**config.mk**
```make
export PLATFORM = sky130hd
export DESIGN_NAME = error_event_logger
export DESIGN_NICKNAME = d
export VERILOG_FILES = /design/src/rtl/err_code_pkg.sv /design/src/rtl/err_event_fifo.sv /design/src/rtl/error_event_logger.sv
export SDC_FILE = /design/constraint.sdc
export NUM_CORES = 1
export LEC_CHECK = 0
export ABC_AREA = 1
export ABC_CLOCK_PERIOD_IN_PS = 3000
export BUFFER_PORTS_ARGS = -buffer_cell sky130_fd_sc_hd__clkbuf_2
export CAP_MARGIN = 20
export CORE_UTILIZATION = 58
export CTS_BUF_LIST = sky130_fd_sc_hd__clkbuf_4
export CTS_CLUSTER_DIAMETER = 40
export DETAILED_ROUTE_END_ITERATION = 12
export GPL_TIMING_DRIVEN = 0
export MAX_ROUTING_LAYER = met4
export PLACE_DENSITY = 0.81
export SETUP_SLACK_MARGIN = 0.3
export SYNTH_ARGS = -nofsm -noshare
export SYNTH_HDL_FRONTEND = slang
export SYNTH_SLANG_ARGS = --single-unit
```
**constraint.sdc**
```tcl
create_clock -name clk -period 3 [get_ports clk]
set_clock_uncertainty 0.1 [all_clocks]
set_input_delay 0 -clock clk [delete_from_list [all_inputs] [get_ports clk]]
set_output_delay 0 -clock clk [all_outputs]
set_load 0.005 [all_outputs]
```
**src/rtl/err_code_pkg.sv**
```systemverilog
// Shared types for the error event logger: error codes, opcodes, the logged
// event record and the burst FSM states.
// Optional feature macro: ERR_LOG_TIMESTAMP_EN. When it is defined, each event
// record carries a 16-bit capture timestamp.
package err_code_pkg;

    typedef enum logic [3:0] {
        NONE         = 4'h0,
        DIVIDE_ZERO  = 4'h1,
        OVERFLOW     = 4'h2,
        UNDERFLOW    = 4'h3,
        INVALID_OP   = 4'h4,
        OUT_OF_RANGE = 4'h5,
        TIMEOUT      = 4'h6,
        UNKNOWN      = 4'hF
    } error_code_e;

    localparam logic [2:0] OP_ADD  = 3'd0;
    localparam logic [2:0] OP_SUB  = 3'd1;
    localparam logic [2:0] OP_MUL  = 3'd2;
    localparam logic [2:0] OP_DIV  = 3'd3;
    localparam logic [2:0] OP_SQRT = 3'd5;

    // One logged event. Codes outside the enum (7..E) are stored unchanged.
    typedef struct packed {
        error_code_e code;
        logic [2:0]  operation;
        logic [7:0]  result;
`ifdef ERR_LOG_TIMESTAMP_EN
        logic [15:0] timestamp;
`endif
    } err_event_t;

    typedef enum logic [1:0] {
        MONITOR = 2'd0,
        STREAK  = 2'd1,
        ALARM   = 2'd2
    } burst_state_e;

endpackage

```
**src/rtl/err_event_fifo.sv**
```systemverilog
// First-word-fall-through FIFO of err_event_t records.
// Pointers are one bit wider than the address so full and empty can be told
// apart when the address bits match. The head is presented combinationally
// and forced to zero while the FIFO is empty.
// Optional feature macro: ERR_LOG_TIMESTAMP_EN (changes the record width only).
module err_event_fifo
    import err_code_pkg::*;
#(
    parameter int DEPTH = 8
) (
    input  logic                   clk,
    input  logic                   reset,
    input  logic                   push,
    input  logic                   pop,
    input  err_event_t             wr_data,
    output err_event_t             rd_data,
    output logic                   full,
    output logic                   empty,
    output logic [$clog2(DEPTH):0] count
);

    localparam int AW = $clog2(DEPTH);

    err_event_t    mem_q [DEPTH];
    logic [AW:0]   wr_ptr_q;
    logic [AW:0]   rd_ptr_q;
    logic          push_ok;
    logic          pop_ok;

    assign empty = (wr_ptr_q == rd_ptr_q);
    assign full  = (wr_ptr_q[AW] != rd_ptr_q[AW]) &&
                   (wr_ptr_q[AW-1:0] == rd_ptr_q[AW-1:0]);
    assign count = wr_ptr_q - rd_ptr_q;

    // A push into a full FIFO is only accepted when a pop frees the slot
    // in the same cycle; popping an empty FIFO is ignored.
    assign pop_ok  = pop && !empty;
    assign push_ok = push && (!full || pop_ok);

    assign rd_data = empty ? '0 : mem_q[rd_ptr_q[AW-1:0]];

    // Storage write; no reset so the array can map onto distributed RAM.
    always_ff @(posedge clk) begin
        if (push_ok) begin
            mem_q[wr_ptr_q[AW-1:0]] <= wr_data;
        end
    end

    // Pointer update.
    always_ff @(posedge clk) begin
        if (reset) begin
            wr_ptr_q <= '0;
            rd_ptr_q <= '0;
        end else begin
            if (push_ok) begin
                wr_ptr_q <= wr_ptr_q + 1'b1;
            end
            if (pop_ok) begin
                rd_ptr_q <= rd_ptr_q + 1'b1;
            end
        end
    end

endmodule

```
**src/rtl/error_event_logger.sv**
```systemverilog
// Error event logger: captures every failing result into an FWFT event FIFO,
// keeps 16 saturating per-code counters, and raises a sticky alarm when one
// non-zero code repeats BURST_LEN times in a row (idle cycles do not break a
// streak).
// Optional feature macro: ERR_LOG_TIMESTAMP_EN. Defined: a free-running 16-bit
// cycle counter is stored with each event. Undefined: no counter, no storage,
// rd_timestamp is tied to 0.
module error_event_logger
    import err_code_pkg::*;
#(
    parameter int FIFO_DEPTH = 8,
    parameter int BURST_LEN  = 4,
    parameter int CNT_WIDTH  = 8
) (
    input  logic                        clk,
    input  logic                        reset,
    input  logic                        in_valid,
    input  logic [2:0]                  in_operation,
    input  logic [3:0]                  in_error_code,
    input  logic [7:0]                  in_result,
    input  logic                        rd_en,
    output logic                        rd_valid,
    output logic [3:0]                  rd_error_code,
    output logic [2:0]                  rd_operation,
    output logic [7:0]                  rd_result,
    output logic [15:0]                 rd_timestamp,
    output logic [$clog2(FIFO_DEPTH):0] fifo_count,
    output logic                        overflow,
    input  logic [3:0]                  cnt_sel,
    output logic [CNT_WIDTH-1:0]        cnt_value,
    input  logic                        clear,
    output logic                        alarm
);

    localparam int SW = $clog2(BURST_LEN + 1);

    logic                  push_req;
    logic                  pop_req;
    logic                  fifo_full;
    logic                  fifo_empty;
    err_event_t            wr_event;
    err_event_t            head_event;

    logic                  overflow_q;
    logic [CNT_WIDTH-1:0]  cnt_value_q;
    logic [15:0][CNT_WIDTH-1:0] cnt_q;
    logic [15:0][CNT_WIDTH-1:0] cnt_d;

    burst_state_e          state_q;
    logic [3:0]            streak_code_q;
    logic [SW-1:0]         streak_cnt_q;
    logic                  alarm_q;

    assign push_req = in_valid && (in_error_code != 4'd0);
    assign pop_req  = rd_en && !fifo_empty;

`ifdef ERR_LOG_TIMESTAMP_EN
    logic [15:0] timestamp_q;

    // Free-running capture clock; wraps naturally and ignores clear.
    always_ff @(posedge clk) begin
        if (reset) begin
            timestamp_q <= '0;
        end else begin
            timestamp_q <= timestamp_q + 16'd1;
        end
    end
`endif

    // Assemble the record written into the FIFO.
    always_comb begin
        wr_event           = '0;
        wr_event.code      = error_code_e'(in_error_code);
        wr_event.operation = in_operation;
        wr_event.result    = in_result;
`ifdef ERR_LOG_TIMESTAMP_EN
        wr_event.timestamp = timestamp_q;
`endif
    end

    err_event_fifo #(
        .DEPTH (FIFO_DEPTH)
    ) u_fifo (
        .clk     (clk),
        .reset   (reset),
        .push    (push_req),
        .pop     (pop_req),
        .wr_data (wr_event),
        .rd_data (head_event),
        .full    (fifo_full),
        .empty   (fifo_empty),
        .count   (fifo_count)
    );

    assign rd_valid      = !fifo_empty;
    assign rd_error_code = head_event.code;
    assign rd_operation  = head_event.operation;
    assign rd_result     = head_event.result;
`ifdef ERR_LOG_TIMESTAMP_EN
    assign rd_timestamp  = head_event.timestamp;
`else
    assign rd_timestamp  = 16'h0000;
`endif

    // Sticky drop flag: full, pushing, and nothing leaving this cycle.
    always_ff @(posedge clk) begin
        if (reset || clear) begin
            overflow_q <= 1'b0;
        end else if (push_req && fifo_full && !pop_req) begin
            overflow_q <= 1'b1;
        end
    end

    assign overflow = overflow_q;

    // Per-code next value: clear wins, otherwise saturating increment.
    for (genvar gi = 0; gi < 16; gi++) begin : g_cnt
        assign cnt_d[gi] = clear ? '0 :
                           (in_valid && (in_error_code == 4'(gi)) && (cnt_q[gi] != '1))
                               ? cnt_q[gi] + 1'b1 : cnt_q[gi];
    end

    // Counter bank register.
    always_ff @(posedge clk) begin
        if (reset) begin
            cnt_q <= '0;
        end else begin
            cnt_q <= cnt_d;
        end
    end

    // Registered counter read port, one cycle behind cnt_sel.
    always_ff @(posedge clk) begin
        if (reset) begin
            cnt_value_q <= '0;
        end else begin
            cnt_value_q <= cnt_q[cnt_sel];
        end
    end

    assign cnt_value = cnt_value_q;

    // Burst detector with registered alarm output.
    always_ff @(posedge clk) begin
        if (reset || clear) begin
            state_q       <= MONITOR;
            streak_code_q <= '0;
            streak_cnt_q  <= '0;
            alarm_q       <= 1'b0;
        end else begin
            case (state_q)
                MONITOR: begin
                    if (in_valid && in_error_code != 4'd0) begin
                        state_q       <= STREAK;
                        streak_code_q <= in_error_code;
                        streak_cnt_q  <= SW'(1);
                    end
                end
                STREAK: begin
                    if (in_valid) begin
                        if (in_error_code == 4'd0) begin
                            state_q      <= MONITOR;
                            streak_cnt_q <= '0;
                        end else if (in_error_code == streak_code_q) begin
                            streak_cnt_q <= streak_cnt_q + 1'b1;
                            if ((streak_cnt_q + 1'b1) == SW'(BURST_LEN)) begin
                                state_q <= ALARM;
                                alarm_q <= 1'b1;
                            end
                        end else begin
                            streak_code_q <= in_error_code;
                            streak_cnt_q  <= SW'(1);
                        end
                    end
                end
                ALARM: begin
                    alarm_q <= 1'b1;
                end
                default: begin
                    state_q <= MONITOR;
                end
            endcase
        end
    end

    assign alarm = alarm_q;

endmodule
```
== Word-level counts from Yosys, hierarchy flattened ==
Memories as Yosys holds them, arrays and structs flattened. A register that Yosys moved wholly into a read port is not among the register bits.
Cells that the tools add are included.
Storage, ports and cells
  bits in registers: 155
  memory bits (writable): 120
  input bits: 24
  output and inout port bits: 46
  logic and storage cells: 175
  memories kept: 1
Memories
  u_fifo.mem_q: depth 8, width 15, read ports 1, clocked after memory_dff 1, write ports 1, line err_event_fifo.sv:24  | err_event_t mem_q [DEPTH];
Operators by class
  $add $sub $neg: 20
  order comparisons: 1
  equality and inequality tests: 46
  muxes and demuxes: 28
  bitwise operators: 1
  reductions and logical operators: 54
Operator list (number)
  $add A8 B1 Y8 const B: 16
  $ne A8 B8 Y1 const B: 16
  $logic_and A1 B1 Y1: 39
  $bmux W8 S4: 1
  $eq A4 B4 Y1 const B: 8
  $mux W3: 6
  $eq A4 B3 Y1 const B: 4
  $mux W4: 4
  $mux W15: 1
  $reduce_and A5 Y1: 3
  $ne A2 B2 Y1 const B: 6
  $mux W2: 5
  $add A4 B1 Y4 const B: 2
  $eq A4 B2 Y1 const B: 2
  $eq A4 B4 Y1: 2
  $mux W8: 1
  $pmux W4 S2: 1
  $mux W1: 6
  $ne A3 B3 Y1 const B: 2
  $pmux W2 S3: 1
  $pmux W3 S2: 1
  $lt A4 B5 Y1 const B: 1
  $eq A4 B1 Y1 const B: 1
  $logic_not A4 Y1: 1
  16 further kinds: 20

== Depth between registers and ports, before layout ==
  depth in word-level cells: 8
  gate-level depth with buffers: 10
  mapped depth without buffers: 10

== Modules after synthesis ==
Synthesis repeated with hierarchy kept, for this count alone.
Unflattened totals
  cells, all modules: 1802
  area total of the unflattened synthesis: 14204.9 um^2
By module, submodules not included
  error_event_logger: instances 1, cells an instance 1318, area each 8719.6 um^2, sequential area each 2942.8 um^2
  err_event_fifo: instances 1, cells an instance 484, area each 5485.3 um^2, sequential area each 3823.7 um^2

== Worst setup path after synthesis ==
OpenSTA, ideal clock, no wires.
  kind: register to register
  start point: register u_fifo.rd_ptr_q[2]
  end point: memory u_fifo.mem_q[6][0] in the netlist's numbering, enable pin
  setup time: 406 ps
  data arrival time: 2272 ps
  required time: 2494 ps
  setup slack: 222 ps
  stages on the path, launching flop included: 10
  path buffers: 0
  clock period less this slack: 2778 ps
  path through: dfxtp_1 -> inv_1 -> ha_1 -> nand2_1 -> nor2_1 -> nand2_1 -> nor2_1 -> nor2_4 -> nand2_2 -> nor3_1
Between the ends
  word-level cells in the longest chain between the ends: 8
  elaborated cells on any way between the ends: 11
  classes of those cells: eq/ne: 2; mux: 2; reduce/logical: 7
RTL lines
  from (decl): line err_event_fifo.sv:26  | logic [AW:0] rd_ptr_q;
  from (signal assigned): line err_event_fifo.sv:59  | rd_ptr_q <= rd_ptr_q + 1'b1;
  $eq A4 B4 Y1: line err_event_fifo.sv:30  | assign empty = (wr_ptr_q == rd_ptr_q);
  $logic_not A1 Y1: line err_event_fifo.sv:37, error_event_logger.sv:55
  $logic_and A1 B1 Y1: line error_event_logger.sv:55  | assign pop_req = rd_en && !fifo_empty;
  $logic_and A1 B1 Y1: line err_event_fifo.sv:37  | assign pop_ok = pop && !empty;
  $logic_or A1 B1 Y1 *: line err_event_fifo.sv:38  | assign push_ok = push && (!full || pop_ok);
  $logic_and A1 B1 Y1 *: line err_event_fifo.sv:38
  $mux W1 *: line err_event_fifo.sv:44  | if (push_ok) begin
  $mux W1 (implied by the code) *: line err_event_fifo.sv:45  | mem_q[wr_ptr_q[AW-1:0]] <= wr_data;
  to (decl): line err_event_fifo.sv:24
Every way passes the cells marked *; elsewhere a longest branch is shown, timed or not.

==> metrics.md <==
| Metric | Value |
|---|---|
| Status | complete, no violations |
| Hold Path Stages | 2 |
| Num rows | between 50 and 60 |
| Port bufs | 50 |
| Vias per std cell | ~5.4 |
| Drt total wl | 37100 um |
| Horiz. Die Dim | between 150 and 200 um |
| Unrepaired setup endpoints after global routing | false |
| Final WS setup | approximately 0.45 ns |
| First-pass GRT wire length | roughly 58000 um |
| Syn Area/Cell | between 7 and 8 um2 |
| Clk buf depth | 3 |
| Maximum VDD drop | 0.355 mV |
| Total number of yosys warnings | 0 |
| Post-synth EDFFs | 120 |
| Worst R2R End | u_fifo.mem_q[0][7] |
| Pins Over Slew Limit | 0 |
| Worst r2r path cells | 9 |
| CTS Buf Count | 71 |
| DRC viols | 0 |
| Hold WS | slightly below 0.05 ns |
| Fmax | 392 MHz |
| Critical Path Sink Type | primary output |
| Area added between synthesis and finish | 14.8% |
| Hold WC Path Type | primary input to flop |
| Core box area | roughly 24000 um2 |
| CTS tree | built |
| Post-synth top area cell | edfxtp_1 |
| Gr usage total | between 30 and 40% |
| CP max FO | 10 |
| Maximum Capacitance Violations | 0 |
| IO Pins | 70 |
| Number of global-route vias before repair | around 12000 |
| Antenna violations before repair | 1 |
| Worst skew pair latency | about 0.73 ns |
| Final HPWL DP | about 26000 um |
| # H-tree levels | 3 |
| Period utilization | 85.0% |
| Yosys reg bits | approximately 280 |
| Fill count | between 1500 and 2000 |
| CTS clock-pin slew for the worst setup and hold paths | roughly 0.070 ns |
| Crit start category | flop |
| Routed Antenna Nets | 0 |
| Setup WS pre-CTS | ~0.44 ns |
| Initial Util | between 50% and 60% |
| 1st-pass router iterations | 7 |
| Worst Tran Pin Value | 0.940 ns |
| Max-slew headroom | approximately 37% |
| Die span in y | ~160 um |
| CTS sink cnt | 278 |
| Reg2Reg Launch Point | u_fifo.wr_ptr_q[2] |
| Cell Pwr Density | between 500 and 600 nW/um2 |
| Crit Path Category | flop to primary output |
| WL/cell | 15.6 um |
| Largest net degree at the start of global routing | 16 |
| Post-Syn Instances | ~1800 |
| Synth Cell Area | approximately 14000 um2 |
| GRT overflow | 0 |
| Hold_sp | in_result[7] |
| Initial DRC Count | approximately 1100 |
| Die area | between 20000 and 25000 um2 |
| LEAKAGE | 0.00640 uW |
| Minimum clock period | roughly 2.5 ns |
| Via count | between 10000 and 15000 |
| RePlAce Congestion | between 1 and 1.5 |
| Async set-reset flop share out of synthesis | 0% |
| Critical path required time | between 2 and 3 ns |
| R2R setup slack | about 0.52 ns |
| Share of layout cells above drive strength 1 | between 10% and 20% |
| # setup viols final | 0 |
| TNS Setup | 0 ns |
| Synth top area share | 25.6% |
| Nets | ~2100 |
| Leading post-synthesis cells by instance count | 412 x nand2_1, 229 x nor2_1, 193 x nand3_1 |
| Top-count cell post-synth | nand2_1 |
| Sequential area share after synthesis | 48.1% |
| Cell variety after synth | 30 |
| Hold Crit Endpoint | u_fifo.mem_q[2][7] |
| Largest cells by area after synthesis | edfxtp_1 26%, dfxtp_1 22%, nand2_1 11% |
| Root Driver | clkbuf_4 |
| Final hold vios | 0 |
| Ys flop type | dfxtp_1 |
| CP Data Arrival Time | ~2.5 ns |
[worst max path at each step]
| stage | start | to | slack, ns |
|---|---|---|---|
| finish | flop | rd_operation[1] | 0.45 |
| global route | flop | rd_operation[1] | 0.31 |
| CTS | u_fifo.rd_ptr_q[2] | rd_error_code[2] | 0.37 |
| detailed placement | u_fifo.rd_ptr_q[2] | u_fifo.mem_q[5][14] | 0.44 |
| global placement | u_fifo.rd_ptr_q[2] | u_fifo.mem_q[5][14] | 0.08 |
| floorplan | u_fifo.rd_ptr_q[2] | u_fifo.mem_q[7][0] | 0.64 |
[timing repair]
action / 4_1_cts / 5_1_grt
hold buffers: 36 / 0
gates resized for setup: 0 / 6
buffers inserted: 0 / 1
endpoints found under the setup margin: 0 / 21
hold endpoints to repair: 228 / 0
[per-layer routing]
metal	GRT usage (%)	share of wire, %	vias to the layer above
li1	-	-	6371
met1	34.7	39	5848
met2	51.6	47	588
met3	6.79	8.5	126
met4	18.4	4.8	0
met5	-	0	-
[cell usage in the layout, fill, tap and decap left out, drive strengths merged]
| master | count |
|---|---|
| ha | 23 |
| a211oi | 1 |
| xor2 | 60 |
| conb | 16 |
| nand3 | 194 |
| fa | 1 |
| dfxtp | 158 |
| inv | 187 |
| o21ai | 116 |
| nand4 | 2 |
| nand3b | 3 |
| buf | 52 |
| o211ai | 29 |
| nor2 | 234 |
| xnor2 | 10 |
| diode | 1 |
| a21oi | 139 |
| a31oi | 16 |
| nor3 | 20 |
| clkbuf | 190 |
| nand2 | 429 |
| clkinv | 22 |
| edfxtp | 120 |
| dlygate4sd3 | 36 |
[area by class of cell]
class | count | area, um2 | share of cell area, %
Multi-Input combinational cell | 1293 | 6290 | 38.9
Buffer | 81 | 403 | 2.50
Sequential cell | 278 | 6770 | 41.9
Timing Repair Buffer | 95 | 689 | 4.27
Antenna cell | 1 | 2.50 | 0.0155
Inverter | 182 | 683 | 4.23
Tap cell | 319 | 399 | 2.47
Clock inverter | 27 | 146 | 0.907
Clock buffer | 102 | 766 | 4.74
[where the power goes]
part	internal (uW)	switching (uW)
Combinational	418	781
Sequential	4010	33.7
Clock	1610	1620
Total	6040	2430
[worst max-delay path, stage by stage (launching register included)]
cell	delay, ns
dfxtp_1	0.31
clkbuf_1	0.37
clkbuf_1	0.49
nand3_1	0.25
nand2_1	0.12
a31oi_1	0.05
clkbuf_2	0.15
[state kept, by name, indices dropped and copies added (netlist names), named ones only]
name,cells
state_q,2
u_fifo.wr_ptr_q,4
u_fifo.rd_ptr_q,4
alarm,1
overflow,1
cnt_value,8
cnt_q,128
streak_code_q,4
u_fifo.mem_q,120
streak_cnt_q,3
[cells by family (layout without fill, tap and decap cells)]
family	after synthesis	count (layout)	synth area share (%)
AND/OR/NAND/NOR	882	882	26.2
AO/OA/AOI/OAI	301	301	11.4
flip-flops	278	278	48.1
buffers and inverters	263	487	7.69
XOR/XNOR	70	70	4.36
adder cells (fa/ha/maj)	24	24	2.19
other	1	17	0.0267
[metrics by stage]
step | cell area, um2 | util (%) | power [uW] | instances
after CTS | 16100 | 68.3 | 8480 | 2376
after global routing | 16100 | 68.4 | 8880 | 2378
final | 16100 | 68.4 | 8470 | 2378
after floorplan | 14100 | - | 4830 | 1834
after global placement | 14800 | 62.6 | 5210 | 2203
after detailed placement | 14800 | 62.9 | 5240 | 2211
Note: power is estimated with default switching activity, not from simulation.
